<file path="src/rtl/ex_mem_latch.sv">
// EX/MEM pipeline register: captures EX-stage results and control for the MEM stage,
// with stall (hold), flush (bubble) and the registered branch-taken select for fetch.
module ex_mem_latch #(
  parameter int DATA_W = 32,
  parameter int REG_W  = 5
) (
  input  logic              clk,
  input  logic              rst,
  input  logic              stall,
  input  logic              flush,
  input  logic              valid_in,
  input  logic [1:0]        wb_in,
  input  logic [2:0]        m_in,
  input  logic [DATA_W-1:0] add_result_in,
  input  logic              zero_in,
  input  logic [DATA_W-1:0] alu_result_in,
  input  logic [DATA_W-1:0] rdata2_in,
  input  logic [REG_W-1:0]  muxout_in,
  output logic              valid_out,
  output logic [1:0]        wb_out,
  output logic              branch_out,
  output logic              memread_out,
  output logic              memwrite_out,
  output logic [DATA_W-1:0] add_result_out,
  output logic              zero_out,
  output logic [DATA_W-1:0] alu_result_out,
  output logic [DATA_W-1:0] rdata2_out,
  output logic [REG_W-1:0]  muxout_out,
  output logic              pcsrc
);

  // NOTE: sequential state uses non-blocking assignments so every register samples
  // the pre-edge value of its inputs, independent of statement order.
  always_ff @(posedge clk) begin
    if (rst || flush) begin
      // Reset and flush both leave a fully zeroed bubble; reset simply wins by
      // appearing in the same branch, and both override a simultaneous stall.
      valid_out      <= 1'b0;
      wb_out         <= '0;
      branch_out     <= 1'b0;
      memread_out    <= 1'b0;
      memwrite_out   <= 1'b0;
      add_result_out <= '0;
      zero_out       <= 1'b0;
      alu_result_out <= '0;
      rdata2_out     <= '0;
      muxout_out     <= '0;
    end else if (!stall) begin
      // Control from an invalid slot is forced to zero so garbage or X on
      // wb_in/m_in can never trigger a register or memory write downstream.
      valid_out      <= valid_in;
      wb_out         <= valid_in ? wb_in   : 2'b00;
      branch_out     <= valid_in ? m_in[2] : 1'b0;
      memread_out    <= valid_in ? m_in[1] : 1'b0;
      memwrite_out   <= valid_in ? m_in[0] : 1'b0;
      add_result_out <= add_result_in;
      zero_out       <= zero_in;
      alu_result_out <= alu_result_in;
      rdata2_out     <= rdata2_in;
      muxout_out     <= muxout_in;
    end
  end

  // Derived purely from registers, so it holds through a stall with the instruction.
  assign pcsrc = branch_out & zero_out & valid_out;

endmodule

</file>
<file path="config.mk">
export PLATFORM = sky130hd
export DESIGN_NAME = ex_mem_latch
export DESIGN_NICKNAME = d
export VERILOG_FILES = /design/src/rtl/ex_mem_latch.sv
export SDC_FILE = /design/constraint.sdc
export NUM_CORES = 1
export LEC_CHECK = 0
export CAP_MARGIN = 10
export CORE_MARGIN = 5
export CORE_UTILIZATION = 40
export DETAILED_ROUTE_END_ITERATION = 7
export HOLD_SLACK_MARGIN = 0.03
export PLACE_DENSITY = 0.95
export REMOVE_ABC_BUFFERS = 1
export SYNTH_ARGS = -nofsm -noshare
export SYNTH_HDL_FRONTEND = slang
export SYNTH_SLANG_ARGS = --single-unit
</file>
<file path="constraint.sdc">
create_clock -name clk -period 2 [get_ports clk]
set_input_delay 0.5 -clock clk [delete_from_list [all_inputs] [get_ports clk]]
set_output_delay 0.5 -clock clk [all_outputs]
set_load 0.05 [all_outputs]
</file>
* Word level (Yosys, flattened, before mapping)
Index checks and enable logic that the tools add are counted.
** Word-level totals
- Bits in registers :: 108
- Output and inout bits :: 109
- Input bits :: 112
** Cells by class
- Mux-type cells :: 4
- Reduce and logical (&&, ||, !) cells :: 1
- Bitwise gates (word level) :: 2
** Operators by type and width (number)
- 1-bit 2-to-1 mux :: 3
- 1-bit AND :: 2
- 2-bit 2-to-1 mux :: 1
- 1-bit logical OR :: 1

* Depth between registers and ports, before layout
Gate-level depths: netlist of run 1.
- Word-level depth :: 2
- Gate-level depth with buffers :: 5
- Depth with buffers taken out :: 2

* Worst setup path before layout of run 1
OpenSTA, ideal clock, no wires.
- Path type :: register -> output
- Start :: register branch_out
- End :: output port pcsrc
- Arrival :: 1.169 ns
- Slack :: 0.331 ns
- Stages on the path, launching flop included :: 2
- Cell sequence :: dfxtp_1 > and3_1
** Between the ends
- Longest elaborated chain between the ends :: 2
** RTL lines
- from (decl) :: line 21 : output logic branch_out,
- from (signal assigned) :: line 53 : branch_out <= valid_in ? m_in[2] : 1'b0;
- 1-bit AND (2 in series) :: line 65 : assign pcsrc = branch_out & zero_out & valid_out;
- to (decl) :: line 29 : output logic pcsrc
Every way passes these cells.

* Final worst setup path of run 1
- Start :: register alu_result_out[20]
- End :: output port alu_result_out[20]
** RTL lines
- from (decl) :: line 26 : output logic [DATA_W-1:0] alu_result_out,
- from (signal assigned) :: line 58 : alu_result_out <= alu_result_in;
No word-level cell between the ends.

==> results of run 1 <==
layer usage:
layer | up-vias | wire (um)
met5 | - | 0
met4 | 0 | 125
met3 | 12 | 1020
met2 | 147 | 5750
met1 | 1509 | 4270
li1 | 1602 | -
flip-flops by register name, indices dropped and copies added (netlist names):
signal          cells
add_result_out     32
alu_result_out     32
rdata2_out         32
muxout_out          5
wb_out              2
branch_out          1
memread_out         1
memwrite_out        1
valid_out           1
zero_out            1
worst reg2reg max path: cells and delay by family, from the launching register on:
family	cells	cell delay (ns)
flip-flops	1	0.32
multiplexers	1	0.18
AND/OR/NAND/NOR	1	0.06
path summary, 6_finish.rpt:
check                           slack, ns            endpoint  cells past startpoint          startpoint
worst max register to register       1.33       rdata2_out[9]                      2       rdata2_out[9]
worst max-delay path                 0.23  alu_result_out[20]                      1  alu_result_out[20]
worst min register to register       0.47         memread_out                      2         memread_out
worst min-delay path                 0.47         memread_out                      2         memread_out
logic make-up (layout without fill, tap and decap cells):
group                  after synthesis  in the layout  share of synthesized area [%]
flip-flops                         108            108                           56.3
AO/OA/AOI/OAI                        5              5                          0.652
AND/OR/NAND/NOR                    115            115                           11.9
multiplexers                       103            103                           26.9
buffers and inverters               25            244                           4.27
power groups by stage:
stage / clock [W] / combinational, W / sequential (W)
finish: 0.00123 / 0.000846 / 0.00226
CTS: 0.00128 / 0.000854 / 0.00226
global route: 0.00137 / 0.000890 / 0.00227
detailed placement: 0 / 0.000885 / 0.00231
global placement: 0 / 0.000864 / 0.00230
floorplan: 0 / 0.000172 / 0.00254
area by class of cell:
class                      instances  area [um2]  area share [%]
clock inverter                     4        33.8           0.547
multi-input combinational        223        1510            24.5
clock buffer                      11         151            2.45
sequential                       108        2160            35.0
tap                              129         161            2.61
timing repair buffer             229        2160            34.9
timing repair:
action	CTS	global route
gates resized for setup	76	0
hold buffers	0	0
buffers inserted	0	0
endpoints found under the setup margin	76	0
placed cells by master (no fill, tap or decap), drive strengths merged, types with 2 or more instances in the layout:
| cell | n |
|---|---|
| mux2i | 103 |
| nand3b | 5 |
| dlygate4sd2 | 76 |
| clkdlybuf4s50 | 110 |
| buf | 43 |
| a21oi | 5 |
| clkinv | 2 |
| clkbuf | 11 |
| nand2 | 5 |
| nor2 | 103 |
| dfxtp | 108 |
through the flow:
stage | hold WS (ns) | setup WS (ns)
final | 0.467 | 0.226
after global routing | 0.490 | 0.168
after CTS | 0.471 | 0.200
after detailed placement | 0.456 | 0.228
after global placement | 0.450 | 0.286
after floorplan | 0.636 | -0.536
==> results.py, run 1 <==
metrics = {
    "outcome": {
        "status": "finished clean",
    },
    "floorplanning": {
        "fp.dieH_um": 108,
        "chipWidth_um": 108,
        "num_rows": 35,
        "boundaryPins": 221,
        "dieArea_um2": 11700,
        "core_um2": 9280,
        "initial_core_util_pct": 41.3,
    },
    "worst_hold_path": {
        "min_path_type": "register to register",
    },
    "pwr": {
        "p_switching_w": 0.00120,
        "pwr_density_cell_nw_per_um2": 701,
        "seqPwrFrac_pct": 52.1,
        "p_int_w": 0.00313,
        "clkPwrFrac_pct": 28.4,
        "total_power_w": 0.00433,
        "ir_drop_mv": 0.397,
        "switching_share_pct": 27.7,
        "p_leak_nw": 3.01,
        "combPwrFrac_pct": 19.5,
    },
    "grt": {
        "grt_pass1_vias": 3547,
        "grt_pass1_wl_um": 17500,
        "met3_usage_pct": 6.45,
        "globalRouteMet1Util_pct": 20.4,
        "grt_overflow_total": 0,
        "grtUsageMet2_pct": 34.7,
        "grt.busiest_layer": "met2",
        "grt_max_degree": 41,
        "grt_usage_pct": 18.8,
        "antenna_found_initial": 0,
    },
    "drt": {
        "num_vias": 3270,
        "drt_iter0_drc": 109,
        "routedWlPerCell_um": 15.8,
        "final_antenna_net_count": 0,
        "wl_um": 11200,
        "via_per_inst": 4.64,
        "drtPass1Iterations": 5,
        "drc": 0,
    },
    "worst_setup_path": {
        "path_cells": "dlygate4sd2_1",
        "critPathBufInv": 1,
        "arrival_ns": 1.27,
        "cp_slowest_cell": "dlygate4sd2_1",
        "cp.required_ns": 1.50,
        "critPathTopFamily": "buffers and inverters",
        "start_kind": "register",
        "worstSetupEndpointType": "primary output",
        "path_max_fanout": 2,
        "max_stage_delay_ns": 0.55,
        "path_class": "register to primary output",
    },
    "cts": {
        "clk_latency_ns": 0.35,
        "path_clk_slew_ns": 0.10,
        "clockRootBuffer": "clkbuf_8",
        "clockBufferDepth": 2,
        "cts_tree": "done",
        "cts_buffers": 9,
        "h-tree-depth": 3,
        "cts.sinks": 108,
    },
    "layout": {
        "final_area_um2": 6180,
        "drive_gt1_share_pct": 10.3,
        "fin_util_pct": 66.5,
        "area_growth_pct": 61.0,
        "antennaDiodeCount": 0,
        "fin_cells": 704,
        "fill_cells": 756,
        "nets": 683,
    },
    "yosys": {
        "syn_area_per_cell_um2": 10.8,
        "yosys.area.top_type": "dfxtp_1",
        "synthDominantCellAreaShare_pct": 56.3,
        "syn_area_um2": 3840,
        "yosys-top-cells-count": "dfxtp_1 (108), mux2i_1 (103), nor2_1 (103)",
        "ys_async_sr_fraction_pct": 0,
        "yosys_most_used_dff": "dfxtp_1",
        "synth-edff-count": 0,
        "yosysMostFrequentCell": "dfxtp_1",
        "ys_ff_latch": 108,
        "yosys-top-cells-area": "dfxtp_1 (56%), mux2i_1 (27%), nor2_1 (10%)",
        "seq_area_frac_synth_pct": 56.3,
        "synth.distinct_cells": 12,
        "synth_warnings": 0,
        "synthCells": 356,
    },
    "placement": {
        "dp_hpwl_um": 8810,
        "placed_cell_area_um2": 6090,
        "dp_cells": 689,
        "gp_congestion": 0.754,
        "portBuffers": 220,
    },
    "timing": {
        "tns_ns": 0,
        "slew_violations": 0,
        "fin_skew_ns": 0,
        "finalSetupViolations": 0,
        "min_period_ns": 1.77,
        "worst-slew-pin-transition_ns": 0.520,
        "fin_crit_sh_pct": 88.7,
        "relSlewSlack_pct": 65.4,
        "rsz0062_at_grt": "false",
        "fmax_mhz": 564,
        "finalHoldViolCount": 0,
    },
    "flow_run": {
        "drv_cap": 0,
    },
}
Power figures use the tool's default switching activity.
==> run 2, diff against run 1 <==
CORE_MARGIN = 3   (was 5)
==> results.py, run 2 (synthesized netlist as in run 1, its figures left out) <==
metrics = {
    "placement": {
        "gp_congestion": 0.790,
        "dp_hpwl_um": 8390,
        "dp_slack_ns": 0.161,
        "portBuffers": 220,
    },
    "outcome": {
        "status": "finished clean",
    },
    "pwr": {
        "p_leak_nw": 3.00,
        "switching_share_pct": 28.0,
        "combPwrFrac_pct": 19.6,
        "seqPwrFrac_pct": 53.5,
        "ir_drop_mv": 0.367,
        "p_int_w": 0.00304,
        "p_switching_w": 0.00118,
        "clkPwrFrac_pct": 26.9,
        "pwr_density_cell_nw_per_um2": 690,
    },
    "cts": {
        "path_clk_slew_ns": 0.10,
        "clk_latency_ns": 0.35,
        "clockRootBuffer": "clkbuf_8",
        "clockBufferDepth": 2,
        "cts_tree": "done",
        "cts_buffers": 9,
        "postCtsHoldBufs": 0,
        "cts.sinks": 108,
        "h-tree-depth": 3,
    },
    "timing": {
        "relSlewSlack_pct": 62.2,
        "fin_crit_sh_pct": 89.2,
        "fmax_mhz": 561,
        "slew_violations": 0,
        "worst-slew-pin-transition_ns": 0.568,
        "rsz0062_at_grt": "false",
        "finalHoldViolCount": 0,
        "fin_ws_ns": 0.217,
        "timing.hold.ws_ns": 0.471,
        "min_period_ns": 1.78,
        "finalSetupViolations": 0,
        "fin_skew_ns": 0,
    },
    "drt": {
        "drtPass1Iterations": 4,
        "highest_layer": "met4",
        "final_antenna_net_count": 0,
        "via_per_inst": 4.72,
        "wl_met3_um": 925,
        "routedWlPerCell_um": 15.5,
        "num_vias": 3306,
        "met2RoutedLength_um": 5460,
        "drc": 0,
        "m1WireLength_um": 4280,
        "drt_iter0_drc": 109,
        "wl_um": 10900,
    },
    "layout": {
        "area_growth_pct": 59.3,
        "fin_util_pct": 65.8,
        "top_regs": "add_result_out x32, alu_result_out x32, rdata2_out x32",
        "mostFrequentLayoutCells": "clkdlybuf4s50_1 (110), dfxtp_1 (108), mux2i_1 (103), nor2_1 (103), dlygate4sd2_1 (89)",
        "mostFrequentLayoutCell": "clkdlybuf4s50_1",
        "drive_gt1_share_pct": 7.18,
        "nets": 679,
        "antennaDiodeCount": 0,
    },
    "worst_setup_path": {
        "cp_slowest_cell": "dlygate4sd2_1",
        "r2r_slack_ns": 1.30,
        "worstSetupEndpointType": "primary output",
        "critPathBufInv": 1,
        "startpoint": "rdata2_out[21]",
        "rr_startpoint": "add_result_out[12]",
        "arrival_ns": 1.28,
        "start_kind": "register",
        "path_cells": "dlygate4sd2_1",
        "max_stage_delay_ns": 0.56,
        "path_class": "register to primary output",
        "reg2reg_depth": 2,
        "path_max_fanout": 2,
        "cp.required_ns": 1.50,
        "reg2reg_to": "add_result_out[12]",
        "critPathTopFamily": "buffers and inverters",
    },
    "grt": {
        "grt_overflow_total": 0,
        "grt_max_degree": 57,
        "antenna_found_initial": 0,
        "grt_usage_pct": 19.8,
        "grt_pass1_wl_um": 17500,
        "grt_pass1_vias": 3456,
    },
    "worst_hold_path": {
        "whs_endpoint": "memread_out",
        "whs_path_depth": 2,
        "min_path_type": "register to register",
        "holdCritStartpoint": "memread_out",
    },
    "floorplanning": {
        "fp.dieH_um": 104,
        "core_um2": 9280,
        "initial_core_util_pct": 41.3,
        "boundaryPins": 221,
        "chipWidth_um": 104,
        "num_rows": 35,
        "dieArea_um2": 10800,
    },
    "flow_run": {
        "drv_cap": 0,
    },
}
-- run 2: cell types whose count changed in the layout (fill, tap and decap cells not counted), moves of 2 or more --
cell | previous run | this run
clkinv_2 | 0 | 3
clkbuf_8 | 11 | 9
dlygate4sd2_1 | 76 | 89
clkinv_4 | 2 | 0
buf_4 | 37 | 22
buf_12 | 5 | 3
-- run 2: worst max path at each step --
| stage | slack, ns | cells past startpoint | endpoint |
|---|---|---|---|
| finish | 0.22 | 1 | rdata2_out[21] |
| global route | 0.15 | 1 | rdata2_out[21] |
| CTS | 0.18 | 1 | rdata2_out[21] |
| detailed placement | 0.16 | 4 | add_result_out[26] |
| global placement | 0.24 | 4 | alu_result_out[10] |
| floorplan | -0.54 | 2 | add_result_out[0] |
-- run 2: layout make-up --
type	count	area (um2)
Clock buffer	10	128
Clock inverter	5	30.0
Fill cell	773	3170
Multi-Input combinational cell	223	1510
Sequential cell	108	2160
Tap cell	129	161
Timing Repair Buffer	225	2120
-- run 2: stage by stage --
step           cell area (um2)  power (W)  TNS (ns)  cells
3_3_place_gp              6070    0.00316         0    685
2_1_floorplan             3670    0.00272    -57.64    331
6_report                  6110    0.00422         0    700
5_1_grt                   6110    0.00440         0    700
4_1_cts                   6110    0.00427         0    700
3_5_place_dp              6070    0.00318         0    685
-- run 2: per-layer routing --
metal	vias up	global-route usage [%]
met1	1533	21.6
met3	21	6.52
met4	0	7.03
met5	-	0
met2	160	35.9
li1	1592	-
-- run 2: power groups by stage --
stage / Combinational [W] / Clock (W) / Sequential [W]
floorplan: 0.000172 / 0 / 0.00254
global placement: 0.000854 / 0 / 0.00230
detailed placement: 0.000870 / 0 / 0.00231
CTS: 0.000834 / 0.00118 / 0.00226
global route: 0.000875 / 0.00126 / 0.00226
finish: 0.000828 / 0.00113 / 0.00225
-- run 2: timing repair --
| item | in CTS | in global routing |
|---|---|---|
| setup buffers | 0 | 0 |
| resized for setup | 89 | 0 |
| endpoints found under the setup margin | 89 | 0 |
==> run 3, diff against run 2 <==
MAX_ROUTING_LAYER = met4   (was not set)
PLACE_DENSITY = 0.84   (was 0.95)
REMOVE_ABC_BUFFERS = not set   (was 1)
==> results.py, run 3 (synthesized netlist as in run 1, its figures left out) <==
metrics = {
    "floorplanning": {
        "dieArea_um2": 10800,
        "fp.dieH_um": 104,
        "core_um2": 9280,
        "boundaryPins": 221,
        "chipWidth_um": 104,
        "initial_core_util_pct": 41.3,
        "num_rows": 35,
    },
    "worst_setup_path": {
        "critPathTopFamily": "buffers and inverters",
        "path_max_fanout": 3,
        "rr_startpoint": "add_result_out[13]",
        "arrival_ns": 1.26,
        "start_kind": "register",
        "path_class": "register to primary output",
        "startpoint": "valid_out",
        "path_cells": "dlygate4sd2_1",
        "critPathBufInv": 1,
        "cp.required_ns": 1.50,
        "cp_slowest_cell": "dlygate4sd2_1",
        "max_stage_delay_ns": 0.55,
        "worstSetupEndpointType": "primary output",
    },
    "layout": {
        "area_growth_pct": 59.9,
        "regArea_um2": 2160,
        "mostFrequentLayoutCell": "clkdlybuf4s50_1",
        "fill_cells": 773,
        "mostFrequentLayoutCells": "clkdlybuf4s50_1 (110), dfxtp_1 (108), mux2i_1 (103), nor2_1 (103), dlygate4sd2_1 (67)",
        "final_area_um2": 6140,
        "multiInputGateArea_um2": 1510,
        "top_regs": "add_result_out x32, alu_result_out x32, rdata2_out x32",
        "drive_gt1_share_pct": 10.7,
        "nets": 680,
        "antennaDiodeCount": 0,
    },
    "timing": {
        "min_period_ns": 1.76,
        "rsz0062_at_grt": "false",
        "slew_violations": 0,
        "tns_ns": 0,
        "finalSetupViolations": 0,
        "relSlewSlack_pct": 65.5,
        "fin_skew_ns": 0,
        "worst-slew-pin-transition_ns": 0.520,
        "finalHoldViolCount": 0,
        "fin_crit_sh_pct": 87.8,
        "fmax_mhz": 569,
    },
    "pwr": {
        "total_power_w": 0.00434,
        "ir_drop_mv": 0.356,
        "p_leak_nw": 2.99,
        "pwr_density_cell_nw_per_um2": 707,
    },
    "placement": {
        "placed_cell_area_um2": 6040,
        "portBuffers": 220,
        "dp_hpwl_um": 7950,
        "gp_congestion": 0.808,
    },
    "flow_run": {
        "drv_cap": 0,
    },
    "cts": {
        "cts_buffers": 9,
        "postCtsSetupBuffers": 0,
        "cts_tree": "done",
        "h-tree-depth": 3,
        "path_clk_slew_ns": 0.09,
        "clk_latency_ns": 0.34,
        "postCtsHoldBufs": 0,
        "cts.sinks": 108,
        "clockBufferDepth": 2,
        "clockRootBuffer": "clkbuf_8",
        "cts_resized": 67,
    },
    "drt": {
        "drc": 0,
        "wl_um": 10400,
        "drt_iter0_drc": 75,
        "routedWlPerCell_um": 14.8,
        "final_antenna_net_count": 0,
        "drtPass1Iterations": 4,
        "via_per_inst": 4.61,
        "num_vias": 3228,
    },
    "worst_hold_path": {
        "holdCritStartpoint": "memwrite_out",
        "min_path_type": "register to register",
    },
    "grt": {
        "grt_pass1_vias": 3261,
        "grt_max_degree": 53,
        "antenna_found_initial": 0,
        "grt_pass1_wl_um": 16500,
        "grt_usage_pct": 19.2,
        "grt_overflow_total": 0,
    },
    "yosys": {
        "synth.net_count": 468,
    },
    "outcome": {
        "status": "finished clean",
    },
}
run 3: changes by cell type in the layout (fill, tap and decap cells not counted), sizes merged:
cell and change:
buf +21, bufinv +1, clkinv -3, clkinvlp +1, dlygate4sd2 -22, dlymetal6s2s +2
run 3: final cells by class:
type	instances	area share [%]
Multi-Input combinational cell	223	24.7
Timing Repair Buffer	226	34.5
Clock inverter	4	0.856
Clock buffer	10	2.08
Tap cell	129	2.63
Sequential cell	108	35.2
run 3: final timing paths:
kind,end,slack [ns],cells after the start
max,valid_out,0.24,1
min reg2reg,memwrite_out,0.46,2
min,memwrite_out,0.46,2
max reg2reg,add_result_out[13],1.33,2
run 3: routing by layer:
metal	share of wire [%]	global-route usage, %
met4	1.4	5.89
met1	42	22.0
met5	0	-
met2	49	32.9
met3	7.9	5.28
run 3: where the power goes:
group          switching [W]  internal [W]
combinational       0.000448      0.000384
clock               0.000687      0.000567
sequential         0.0000366       0.00222
total                0.00117       0.00317
run 3: metrics by stage:
stage	util (%)	hold slack [ns]	setup slack, ns	std cells
after floorplan	-	0.644	0.331	356
after detailed placement	65.0	0.457	0.296	686
final	66.1	0.464	0.244	700
after CTS	66.1	0.467	0.00101	700
after global routing	66.1	0.516	0.169	700
after global placement	65.0	0.448	0.317	686
